===== src/rtl/tlc_pkg.sv =====
// Shared definitions for the two-approach traffic-light phase scheduler:
// phase encoding, one-hot light codes and default timing.
package tlc_pkg;

    typedef enum logic [2:0] {
        NS_GREEN  = 3'd0,
        NS_YELLOW = 3'd1,
        RED_TO_EW = 3'd2,
        EW_GREEN  = 3'd3,
        EW_YELLOW = 3'd4,
        RED_TO_NS = 3'd5
    } phase_t;

    // Light encoding is one-hot {red, yellow, green}
    localparam logic [2:0] RED = 3'b100;
    localparam logic [2:0] YEL = 3'b010;
    localparam logic [2:0] GRN = 3'b001;

    localparam int unsigned DEF_MIN_GREEN = 4;
    localparam int unsigned DEF_MAX_GREEN = 12;
    localparam int unsigned DEF_YELLOW_T  = 2;
    localparam int unsigned DEF_ALL_RED_T = 1;

endpackage


===== src/rtl/tlc_queue_counter.sv =====
// Per-approach saturating queue occupancy: one car in per arrival pulse,
// two cars out per departure tick, clamped to 0..15.
module tlc_queue_counter (
    input  logic       clk,
    input  logic       reset,
    input  logic       en,
    input  logic       arrive,
    input  logic       depart,
    output logic [3:0] count
);

    logic [4:0] sum;
    logic [4:0] count_next;

    // Add first, then remove, so arrival and departure together net to -1
    always_comb begin
        sum        = {1'b0, count} + {4'b0000, arrive};
        count_next = sum;
        if (depart) begin
            count_next = (sum >= 5'd2) ? (sum - 5'd2) : '0;
        end
        if (count_next > 5'd15) begin
            count_next = 5'd15;
        end
    end

    always_ff @(posedge clk) begin
        if (reset) begin
            count <= '0;
        end else if (en) begin
            count <= count_next[3:0];
        end
    end

endmodule


===== src/rtl/tlc_phase_scheduler.sv =====
// Two-approach traffic-light scheduler: six-phase cyclic FSM with a
// tick-driven phase timer and demand-aware green yielding.
module tlc_phase_scheduler
    import tlc_pkg::*;
#(
    parameter int unsigned MIN_GREEN = DEF_MIN_GREEN,
    parameter int unsigned MAX_GREEN = DEF_MAX_GREEN,
    parameter int unsigned YELLOW_T  = DEF_YELLOW_T,
    parameter int unsigned ALL_RED_T = DEF_ALL_RED_T
) (
    input  logic       clk,
    input  logic       reset,
    input  logic       en,
    input  logic       tick,
    input  logic       car_ns,
    input  logic       car_ew,
    output logic [2:0] ns_light,
    output logic [2:0] ew_light,
    output logic [3:0] ns_count,
    output logic [3:0] ew_count,
    output logic [2:0] phase
);

    phase_t     state;
    phase_t     state_next;
    logic [3:0] timer;
    logic [4:0] elapsed;
    logic       ns_depart;
    logic       ew_depart;

    assign ns_depart = tick && (state == NS_GREEN);
    assign ew_depart = tick && (state == EW_GREEN);

    tlc_queue_counter u_ns_queue (
        .clk    (clk),
        .reset  (reset),
        .en     (en),
        .arrive (car_ns),
        .depart (ns_depart),
        .count  (ns_count)
    );

    tlc_queue_counter u_ew_queue (
        .clk    (clk),
        .reset  (reset),
        .en     (en),
        .arrive (car_ew),
        .depart (ew_depart),
        .count  (ew_count)
    );

    // Green decisions use the tick count as it will be after this tick
    assign elapsed = {1'b0, timer} + 5'd1;

    always_comb begin
        state_next = state;
        if (tick) begin
            unique case (state)
                NS_GREEN: begin
                    if ((ew_count != '0) &&
                        (((ns_count == '0) && (elapsed >= 5'(MIN_GREEN))) ||
                         (elapsed >= 5'(MAX_GREEN)))) begin
                        state_next = NS_YELLOW;
                    end
                end
                NS_YELLOW: if (timer == 4'(YELLOW_T - 1))  state_next = RED_TO_EW;
                RED_TO_EW: if (timer == 4'(ALL_RED_T - 1)) state_next = EW_GREEN;
                EW_GREEN: begin
                    if ((ns_count != '0) &&
                        (((ew_count == '0) && (elapsed >= 5'(MIN_GREEN))) ||
                         (elapsed >= 5'(MAX_GREEN)))) begin
                        state_next = EW_YELLOW;
                    end
                end
                EW_YELLOW: if (timer == 4'(YELLOW_T - 1))  state_next = RED_TO_NS;
                RED_TO_NS: if (timer == 4'(ALL_RED_T - 1)) state_next = NS_GREEN;
                default:   state_next = NS_GREEN;
            endcase
        end
    end

    always_ff @(posedge clk) begin
        if (reset) begin
            state <= NS_GREEN;
            timer <= '0;
        end else if (en) begin
            state <= state_next;
            if (state_next != state) begin
                timer <= '0;
            end else if (tick && (timer != 4'd15)) begin
                timer <= timer + 4'd1;
            end
        end
    end

    always_comb begin
        ns_light = RED;
        ew_light = RED;
        unique case (state)
            NS_GREEN:  ns_light = GRN;
            NS_YELLOW: ns_light = YEL;
            EW_GREEN:  ew_light = GRN;
            EW_YELLOW: ew_light = YEL;
            default: begin
                ns_light = RED;
                ew_light = RED;
            end
        endcase
    end

    assign phase = state;

endmodule


===== config.mk =====
export PLATFORM = sky130hd
export DESIGN_NAME = tlc_phase_scheduler
export DESIGN_NICKNAME = d
export VERILOG_FILES = /design/src/rtl/tlc_pkg.sv /design/src/rtl/tlc_queue_counter.sv /design/src/rtl/tlc_phase_scheduler.sv
export SDC_FILE = /design/constraint.sdc
export NUM_CORES = 1
export LEC_CHECK = 0
export ABC_AREA = 0
export BUFFER_PORTS_ARGS = -buffer_cell sky130_fd_sc_hd__buf_2
export CAP_MARGIN = 20
export CORE_ASPECT_RATIO = 1.25
export CORE_UTILIZATION = 32
export CTS_BUF_LIST = sky130_fd_sc_hd__clkbuf_8
export CTS_CLUSTER_SIZE = 14
export DETAILED_ROUTE_END_ITERATION = 7
export PLACE_DENSITY_LB_ADDON = 0.15
export RECOVER_POWER = 25
export SYNTH_ARGS = -nofsm -noshare
export SYNTH_HDL_FRONTEND = slang
export SYNTH_HIERARCHICAL = 1
export SYNTH_SLANG_ARGS = --single-unit

===== constraint.sdc =====
create_clock -name clk -period 4.7 [get_ports clk]
set_input_delay 0.235 -clock clk [delete_from_list [all_inputs] [get_ports clk]]
set_output_delay 0.235 -clock clk [all_outputs]
set_load 0.005 [all_outputs]

# == Word-level counts from Yosys, hierarchy flattened ==
# Cells that the tools add are included.
# op_classes
addsub,6
order_cmp,6
n_eq_ne,8
mux,18
n_reduce_logical,17
# op_table
cell,count
2-to-1 mux 3 bit,7
2-to-1 mux 5 bit,4
case mux 3 bit (6 select lines),1
2-to-1 mux 4 bit,4
logical NOT 4 bit,3
case mux 3 bit (2 select lines),2
adder 4 x 1 -> 5 bit,2
>= comparator 5 x 2 -> 1 bit (second input constant),2
> comparator 5 x 4 -> 1 bit (second input constant),2
subtractor 5 x 2 -> 5 bit (second input constant),2
nonzero test 4 bit,2
logical AND 1 bit,7
equality test 3 x 2 -> 1 bit (second input constant),2
equality test 3 bit (second input constant),2
adder 4 x 1 -> 5 bit (second input constant),1
>= comparator 5 x 3 -> 1 bit (second input constant),1
>= comparator 5 x 4 -> 1 bit (second input constant),1
adder 4 x 1 -> 4 bit (second input constant),1
equality test 4 x 1 -> 1 bit (second input constant),1
inequality test 4 bit (second input constant),1
equality test 3 x 1 -> 1 bit (second input constant),1
logical NOT 3 bit,1
inequality test 3 bit,1
logical OR 1 bit,2
2 further kinds,2
# totals
register_bits,15
wordCells,59

# == Longest topological paths before layout ==
# depth
depth_word,11
ltp_mapped,8

# == By module ==
# Netlist, hierarchy kept.
# modules_own_cells
module,n_inst,cells_each,area_per_inst_um2,seq_area_each_um2
tlc_phase_scheduler,1,98,690.7,140.1
tlc_queue_counter,2,44,335.3,80.1

# == Worst setup path before layout ==
# Ideal clock, no wire load.
# synth_timing
path_kind,reg2reg
start,reg u_ew_queue.count[1]
end,"reg state[2], in the netlist phase[2]"
setup_time_ps,70
arrival_ps,2152
t_required_ps,4630
path_slack_ps,2478
stages_incl_launch_ff,8
path_buffers,1
period_less_slack_ps,2222
path_cell_list,dfxtp_1 or4_4 o21ai_1 a21oi_1 or4_4 buf_6 or3_1 a21oi_1
# synth_via
elab_chain_cells,7
# synth_rtl
element,line_no,rtl
from (decl),tlc_queue_counter.sv:9,output logic [3:0] count
from (signal assigned),tlc_queue_counter.sv:31,count <= count_next[3:0];
logical NOT 4 bit,tlc_phase_scheduler.sv:70,(((ew_count == '0) && (elapsed >= 5'(MIN_GREEN))) ||
logical AND 1 bit,tlc_phase_scheduler.sv:70,
logical OR 1 bit,tlc_phase_scheduler.sv:70,
logical AND 1 bit,tlc_phase_scheduler.sv:69,if ((ns_count != '0) &&
2-to-1 mux 3 bit,tlc_phase_scheduler.sv:69,
case mux 3 bit (6 select lines) (*),tlc_phase_scheduler.sv:58,unique case (state)
2-to-1 mux 3 bit (*),tlc_phase_scheduler.sv:57,if (tick) begin
to (signal assigned),tlc_phase_scheduler.sv:87,state <= state_next;
to (decl),tlc_phase_scheduler.sv:24,phase_t state;
# Mark *: on every way between the ends. The rest lies on a longest branch, timed or not.
# A chain may end at the register's enable or synchronous reset.

# == Final worst setup path ==
# layout_timing
start,reg u_ew_queue.count[3]
end,"reg state[2], in the netlist phase[2]"
# The elaborated chain is that of the path after synthesis.

==> key figures <==
Synthesis
  • Count of unique library cells instantiated by Yosys: 45
  • Synth top area share: 0.221
  • Synthesized area per cell: 7.32 um2
  • Syn Inst Count: 186
  • Register area share after synthesis: 0.221
  • Syn_nets: 199
  • Synth area leader: dfxtp_1
  • Synthesized area: 0.00136 mm2
  • Post-synthesis async set-or-reset flop share: 0
  • EDFF count, synth: 0
  • Flops & latches, synth: 15
  • Synth Flop Type: dfxtp_1
  • Synth area leaders: dfxtp_1 22%, ha_1 6.4%, a21oi_1 5.1%
  • Synthesis Warnings: 6

Final layout
  • Final net count: 210
  • Register Area: 300 um2
  • FILL cells: 444
  • Post-route cell area: 0.00150 mm2
  • Share of layout cells above drive strength 1: 0.168
  • Most frequent cells in the layout: 19 x buf_2, 17 x nand2_1, 15 x dfxtp_1
  • Commonest non-fill, non-tap cell in the layout: buf_2
  • Fin util: 0.368
  • Area growth, synth to finish: 9.93%
  • Post-route insts no fill: 252
  • Multi-input gate area: 948 um2
  • Antenna cells: 0

Clock network
  • CTS tree: done
  • Clock transition at path regs: 0.07 ns
  • Max clock buf depth: 2
  • Clock Latency Late Sink: 0.25 ns
  • CTS Hold Bufs: 0
  • CTS Buf Count: 3
  • Post-CTS Setup Bufs: 0
  • CTS sink cnt: 15
  • H-Tree Depth: 1
  • Resize count post-CTS: 0
  • CTS root buffer: clkbuf_8

Setup path
  • Required time worst endpoint: 4.88 ns
  • Setup CP Type: flip-flop to flip-flop
  • Crit. End Element: flip-flop
  • Worst reg2reg path depth: 6
  • CP delay by family, top: simple AND/OR/NAND/NOR gates
  • Reg2reg setup slack: 2.44 ns
  • CP max-delay cell: or4_4
  • Worst R2R Start: u_ew_queue/count[3]
  • Cell Chain, Critical Path: or4_4 -> o21ai_1 -> a21oi_1 -> or4_4 -> or3_1 -> a21oi_1
  • Max stage delay on crit path: 0.57 ns
  • CP Max Fanout: 11
  • Crit path arrival time: 2.44 ns
  • Worst Path Buf+Inv: 0
  • Reg2reg end: phase[2]
  • Crit path launch type: flip-flop

Placement
  • Port-buffer cells: 22
  • # placed instances: 248
  • HPWL after detailed placement: 2560 um
  • Pre-CTS setup slack: 2.47 ns
  • Placed inst area: 0.00146 mm2
  • Gp weighted congestion: 0.838

Floorplanning
  • IO Pins: 23
  • Initial Util: 0.335
  • Die width: 60.3 um
  • CORE AREA: 0.00407 mm2
  • Rows: 26
  • DIE AREA: 0.00452 mm2
  • Die height: 74.9 um

Power
  • Clock share of power: 0.354
  • Psw: 84.7 uW
  • Sw Share: 0.284
  • LEAKAGE: 0.000554 uW
  • Flop pwr share: 0.461
  • Total internal power: 213 uW
  • Maximum vdd ir drop: 0.0000828 V
  • Logic pwr share: 0.185
  • Pwr Density: 199 mW/mm2

Run
  • Max cap viols: 0

Global routing
  • Number of global-route vias before repair: 1245
  • Global-route wire length before repair: 5670 um
  • GRT Total Usage: 0.165
  • Remaining Overflow, GRT: 0
  • Pin count of the biggest net entering global routing: 22
  • Initial antenna violation count: 0

Route
  • Drt initial violations: 85
  • M1 wire length: 1640 um
  • Detail Route Antenna Nets: 0
  • Routed wire length: 3610 um
  • Via count: 1463
  • Met3 WL: 128 um
  • DRC: 0
  • DRT Pass-1 Iters: 4
  • DR vias/cell: 5.81
  • Routed wl met2: 1810 um
  • Drt wl/cell: 14.3 um
  • Highest routed layer: met4

Timing
  • Maximum clock frequency: 0.442 GHz
  • RSZ-0062 raised after global routing: false
  • Relative slew slack: 0.573
  • Clock skew: 0.00821 ns
  • Worst-margin pin slew: 0.634 ns
  • Post-route setup TNS: 0 ns
  • Min cycle time layout: 2.26 ns
  • Final setup violation count: 0
  • Slew Viols, Final: 0
  • Final Cycle Share: 0.481
  • Final hold vios: 0
  • PnR worst setup slack: 2.44 ns

Hold path
  • Hold depth: 2
  • Worst Hold Endpoint: u_ew_queue/count[3]
  • HP Class: input port to flip-flop
  • Hold path startpoint: reset

Outcome
  • Status: completed
==> Yosys cell counts, types with 3 or more instances <==
cell and number:
ha_1 7, buf_6 3, a211o_1 3, nor3b_1 5
and2_1 4, o21ai_0 12, mux2_2 3, buf_2 3
nand2b_1 4, a31oi_1 10, dfxtp_1 15, nand4_1 3
nor2_1 13, nor3_1 7, a21oi_1 14, inv_1 7
a211oi_1 4, clkbuf_1 9, nand3_1 6, nand2_1 17
nor4_1 3
==> flip-flops by register name, indices dropped and copies added (netlist names) <==
signal,count
u_ns_queue/count,4
phase,3
u_ew_queue/count,4
timer,4
==> how the worst max path moves through the flow <==
stage,start,endpoint,depth (start not counted)
2_1_floorplan,u_ew_queue/count[1],phase[2],7
3_3_place_gp,u_ew_queue/count[3],phase[2],6
3_5_place_dp,u_ew_queue/count[3],phase[2],6
4_1_cts,u_ew_queue/count[3],phase[2],6
5_1_grt,u_ew_queue/count[3],phase[2],6
6_report,u_ew_queue/count[3],phase[2],6
==> metal layers <==
metal | GRT usage | vias to the layer above
li1 | - | 710
met1 | 0.208 | 716
met2 | 0.276 | 35
met3 | 0.0223 | 2
met4 | 0.0775 | 0
met5 | 0 | -
==> final cells by class <==
type | instances | share of cell area
clock buffers | 3 | 0.0276
multi-input cells | 148 | 0.634
flip-flops and latches | 15 | 0.201
repair buffers | 22 | 0.0711
well taps | 56 | 0.0468
inverters | 7 | 0.0176
clock inverters | 1 | 0.00251
==> metrics by stage <==
stage	power, uW	hold WS, ns
after CTS	304	0.391
after floorplan	178	0.304
after global routing	314	0.442
final	298	0.401
after global placement	193	0.520
after detailed placement	195	0.540
==> power by group through the flow <==
stage	clock, uW	sequential, uW	combinational, uW
after floorplan	0	138	40.1
after global placement	0	140	53.7
after detailed placement	0	140	54.7
after CTS	112	137	55.1
after global routing	114	138	61.3
final	105	137	55.1
==> kinds of logic after synthesis <==
kind of cell             count (synthesis)  share of synthesized area
multiplexers                             3                     0.0248
adder cells (fa/ha/maj)                  7                     0.0643
buffers and inverters                   23                     0.0827
AND/OR/NAND/NOR                         75                      0.301
flip-flops                              15                      0.221
AO/OA/AOI/OAI                           63                      0.306
(Power assumes the default switching activity.)
